<file path="src/rtl/demux1x2_stream.sv">
// Stream 1-to-2 demux with valid/ready handshake: the destination is sampled on
// the first beat of a burst and locked until the in_last beat. Each output is registered.
module demux1x2_stream #(
  parameter int DATAWIDTH = 2,
  parameter int CNTWIDTH  = 8
) (
  input  logic                 Clk,
  input  logic                 Rst,
  input  logic [DATAWIDTH-1:0] d,
  input  logic                 sel,
  input  logic                 in_valid,
  input  logic                 in_last,
  output logic                 in_ready,
  output logic [DATAWIDTH-1:0] q0,
  output logic [DATAWIDTH-1:0] q1,
  output logic                 q0_valid,
  output logic                 q1_valid,
  output logic                 q0_last,
  output logic                 q1_last,
  input  logic                 q0_ready,
  input  logic                 q1_ready,
  output logic [CNTWIDTH-1:0]  cnt0,
  output logic [CNTWIDTH-1:0]  cnt1
);

  typedef enum logic [1:0] {IDLE, LOCK0, LOCK1} state_t;

  state_t                          state_q, state_d;
  logic [1:0][DATAWIDTH-1:0]       q_q, q_d;
  logic [1:0]                      vld_q, vld_d, last_q, last_d, rdy;
  logic [1:0][CNTWIDTH-1:0]        cnt_q, cnt_d;
  logic                            dst, acc;

  assign rdy = {q1_ready, q0_ready};

  always_comb begin
    dst = sel;
    if (state_q == LOCK0) dst = 1'b0;
    else if (state_q == LOCK1) dst = 1'b1;
  end

  // Only the selected output's handshake may gate the input.
  assign in_ready = !vld_q[dst] || rdy[dst];
  assign acc      = in_valid && in_ready;

  always_comb begin
    state_d = state_q;
    if (acc) begin
      if (state_q == IDLE) begin
        if (!in_last) state_d = sel ? LOCK1 : LOCK0;
      end else if (in_last) begin
        state_d = IDLE;
      end
    end
  end

  always_comb begin
    q_d    = q_q;
    vld_d  = vld_q;
    last_d = last_q;
    cnt_d  = cnt_q;
    for (int x = 0; x < 2; x++) begin
      if (acc && (dst == x[0])) begin
        q_d[x]    = d;
        last_d[x] = in_last;
        vld_d[x]  = 1'b1;
        cnt_d[x]  = cnt_q[x] + 1'b1;
      end else if (rdy[x]) begin
        vld_d[x] = 1'b0;
      end
    end
  end

  always_ff @(posedge Clk or negedge Rst) begin
    if (!Rst) begin
      state_q <= IDLE;
      q_q     <= '0;
      vld_q   <= '0;
      last_q  <= '0;
      cnt_q   <= '0;
    end else begin
      state_q <= state_d;
      q_q     <= q_d;
      vld_q   <= vld_d;
      last_q  <= last_d;
      cnt_q   <= cnt_d;
    end
  end

  assign q0       = q_q[0];
  assign q1       = q_q[1];
  assign q0_valid = vld_q[0];
  assign q1_valid = vld_q[1];
  assign q0_last  = last_q[0];
  assign q1_last  = last_q[1];
  assign cnt0     = cnt_q[0];
  assign cnt1     = cnt_q[1];

endmodule

</file>
<file path="config.mk">
export PLATFORM = sky130hd
export DESIGN_NAME = demux1x2_stream
export DESIGN_NICKNAME = d
export VERILOG_FILES = /design/src/rtl/demux1x2_stream.sv
export SDC_FILE = /design/constraint.sdc
export NUM_CORES = 1
export LEC_CHECK = 0
export CAP_MARGIN = 40
export CORE_AREA = 2 2 51 77
export CTS_CLUSTER_SIZE = 40
export DETAILED_ROUTE_END_ITERATION = 8
export DIE_AREA = 0 0 53 79
export GPL_ROUTABILITY_DRIVEN = 1
export REMOVE_ABC_BUFFERS = 1
export SLEW_MARGIN = 10
export SYNTH_ARGS = -nofsm -noshare
export SYNTH_HDL_FRONTEND = slang
export SYNTH_SLANG_ARGS = --single-unit
</file>
<file path="constraint.sdc">
create_clock -name Clk -period 3.2 [get_ports Clk]
set_clock_uncertainty 0.2 [all_clocks]
set_input_delay 0.8 -clock Clk [delete_from_list [all_inputs] [get_ports Clk]]
set_output_delay 0.8 -clock Clk [all_outputs]
set_load 0.03 [all_outputs]
</file>
==> flow_summary.json <==
{
  "cp.arrival_ns": 2.01,
  "seqPwrFrac_pct": 36.8,
  "seqCellArea_um2": 651,
  "start_util_pct": 33.9,
  "min_path_cells": 1,
  "cts_made_buffers": 3,
  "cts_sinks": 26,
  "critical_path_required_ns": 2.20,
  "status": "finished clean",
  "tightest_slew_ns": 0.342,
  "synth_area_per_cell_um2": 11.8,
  "layout.nets": 151,
  "hpwlAfterDp_um": 1780,
  "place_ws_ns": 0.201,
  "syn_inst": 102,
  "clkSlewWorstSetupHoldPaths_ns": 0.08,
  "die_w_um": 53,
  "synthToLayoutAreaGrowth_pct": 36.7,
  "holdWs_ns": 0.271,
  "die_area_um2": 4190,
  "synthTopCellsByCount": "dfrtp_1 (26), mux2_2 (7), nand2_1 (7), xnor2_1 (7), xor2_1 (7)",
  "grt_max_degree": 27,
  "fmax_mhz": 333,
  "final_antenna_net_count": 0,
  "p_int_mw": 0.945,
  "maxCapViolations": 0,
  "routed_via_density": 4.86,
  "setup_ws_ns": 0.194,
  "cts_tree": "built",
  "ys_dominant_reg_cell": "dfrtp_1",
  "cts_max_level": 1,
  "hold_class": "reg -> reg",
  "place.gp.congestion": 0.726,
  "ctsResizeCount": 0,
  "grt_pass1_vias": 966,
  "slew_headroom_pct": 77.2,
  "insertion_delay_ns": 0.26,
  "yosys_warnings": 0,
  "clk_path_buf_depth": 2,
  "drtPass1Iterations": 4,
  "filler_cell_count": 354,
  "drtIter0Drc": 12,
  "hold_viol": 0,
  "r2r_cells": 5,
  "drc": 0,
  "ys_types": 28,
  "core_area_um2": 3550,
  "final_max_slew_viol_count": 0,
  "grt_pass1_wl_um": 4170,
  "ys_seq_area_share_pct": 54.1,
  "ys_top_cells_by_area": "dfrtp_1 (54%), mux2_2 (6.6%), xnor2_1 (5.1%), xor2_1 (5.1%), nand4_1 (3.1%)",
  "antenna_found_initial": 0,
  "switchingPower_mw": 0.687,
  "p_leak_nw": 0.723,
  "grt_setup_unrepaired": "no",
  "post-route-period-util_pct": 93.9,
  "worstPathMaxFanout": 5,
  "tns_ns": 0,
  "end_kind": "primary output",
  "layout-drive-gt1-share_pct": 15.1,
  "gr-total-overflow": 0,
  "async_flop_share_pct": 100,
  "p_comb_share_pct": 50.6,
  "wire_per_inst_um": 13.2,
  "synth_top_cell_area_share_pct": 54.1,
  "swShare_pct": 42.1,
  "cts_hold_buf": 0,
  "post-route-min-period_ns": 3.01,
  "multi_input_area_um2": 515,
  "port_buffers": 33,
  "track_usage_pct": 13.1,
  "start_kind": "primary input",
  "dr_total_vias": 885,
  "reg2reg_slack_ns": 1.36,
  "yosys.area.top_type": "dfrtp_1",
  "ir_drop_mv": 0.539,
  "num_rows": 27,
  "synthesis.area_um2": 1200,
  "ios": 34,
  "path_class": "in -> out",
  "clkPwrFrac_pct": 12.6,
  "post_cts_buffers": 0,
  "cellPowerDensity_nw_per_um2": 993,
  "synth_edf_count": 0,
  "wl_um": 2400,
  "die_h_um": 79,
  "synth_most_common_cell": "dfrtp_1",
  "num_antenna_cells": 0,
  "synth-seq-cells": 26,
  "setup_viol": 0,
  "root_buffer": "clkbuf_8"
}
per-stage QoR:
| stage | util, % | total power, mW | area (um^2) | instances |
|---|---|---|---|---|
| after floorplan | - | 1.08 | 1180 | 98 |
| after global placement | 44.8 | 1.42 | 1590 | 178 |
| after detailed placement | 44.8 | 1.44 | 1590 | 178 |
| after CTS | 46.3 | 1.65 | 1640 | 182 |
| after global routing | 46.3 | 1.74 | 1640 | 182 |
| final | 46.3 | 1.63 | 1640 | 182 |
area by class of cell:
| class | instances | share of cell area [%] |
|---|---|---|
| repair buffers | 37 | 21.8 |
| inverters | 3 | 0.685 |
| flip-flops and latches | 26 | 39.6 |
| well taps | 43 | 3.27 |
| clock buffers | 4 | 3.35 |
| multi-input cells | 69 | 31.4 |
per-layer routing:
layer | vias to the layer above | wire length, um | global-route usage [%]
li1 | 427 | - | -
met1 | 435 | 1040 | 16.8
met2 | 21 | 1180 | 20.0
met3 | 2 | 167 | 4.70
met4 | 0 | 21 | 4.87
met5 | - | 0 | 0
cell families (layout without fill, tap and decap cells):
| logic type | count (synthesis) | after routing | share of synthesized area, % |
|---|---|---|---|
| buffers and inverters | 7 | 44 | 3.02 |
| DFF | 26 | 26 | 54.1 |
| adders and majority gates | 2 | 2 | 2.08 |
| xor gates and xnor gates | 14 | 14 | 10.2 |
| and+or+nand+nor | 35 | 35 | 16.5 |
| muxes | 7 | 7 | 6.56 |
| AOI/OAI and AO/OA | 11 | 11 | 7.49 |
registers in the layout (all words and copies together) (netlist names):
| name | flops |
|---|---|
| cnt0 | 8 |
| vld_q | 2 |
| cnt1 | 8 |
| state_q | 2 |
| q1 | 2 |
| q0 | 2 |
| last_q | 2 |
path summary, 6_finish.rpt:
path | start | end
min | cnt0[7] | cnt0[7]
min reg2reg | cnt0[7] | cnt0[7]
min in group asynchronous | Rst | cnt0[0]
max | sel | in_ready
max in group asynchronous | Rst | q1[1]
max reg2reg | state_q[0] | q1[1]
power groups by stage:
| stage | sequential, mW | combinational (mW) | clock [mW] |
|---|---|---|---|
| CTS | 0.602 | 0.839 | 0.212 |
| finish | 0.600 | 0.827 | 0.206 |
| floorplan | 0.819 | 0.262 | 0 |
| global placement | 0.600 | 0.822 | 0 |
| global route | 0.626 | 0.889 | 0.226 |
| detailed placement | 0.606 | 0.835 | 0 |
placed cells by master, fill, tap and decap left out, types with 2 or more instances in the layout:
master / count
inv_1: 3
clkbuf_8: 4
nand2_1: 7
nand2b_1: 2
nand4_1: 6
o21ai_0: 3
nor3_1: 5
ha_1: 2
dfrtp_1: 26
nor2_1: 3
xor2_1: 7
buf_4: 5
a31oi_1: 3
clkdlybuf4s50_1: 32
and3_1: 4
mux2_2: 7
nand3_1: 3
xnor2_1: 7
critical path: stages:
cell and delay [ns]:
clkdlybuf4s50_1 0.48, nand2b_4 0.20, a21oi_2 0.18, nor2_1 0.05, a21oi_1 0.11, buf_4 0.18
Power figures use the tool's default switching activity.
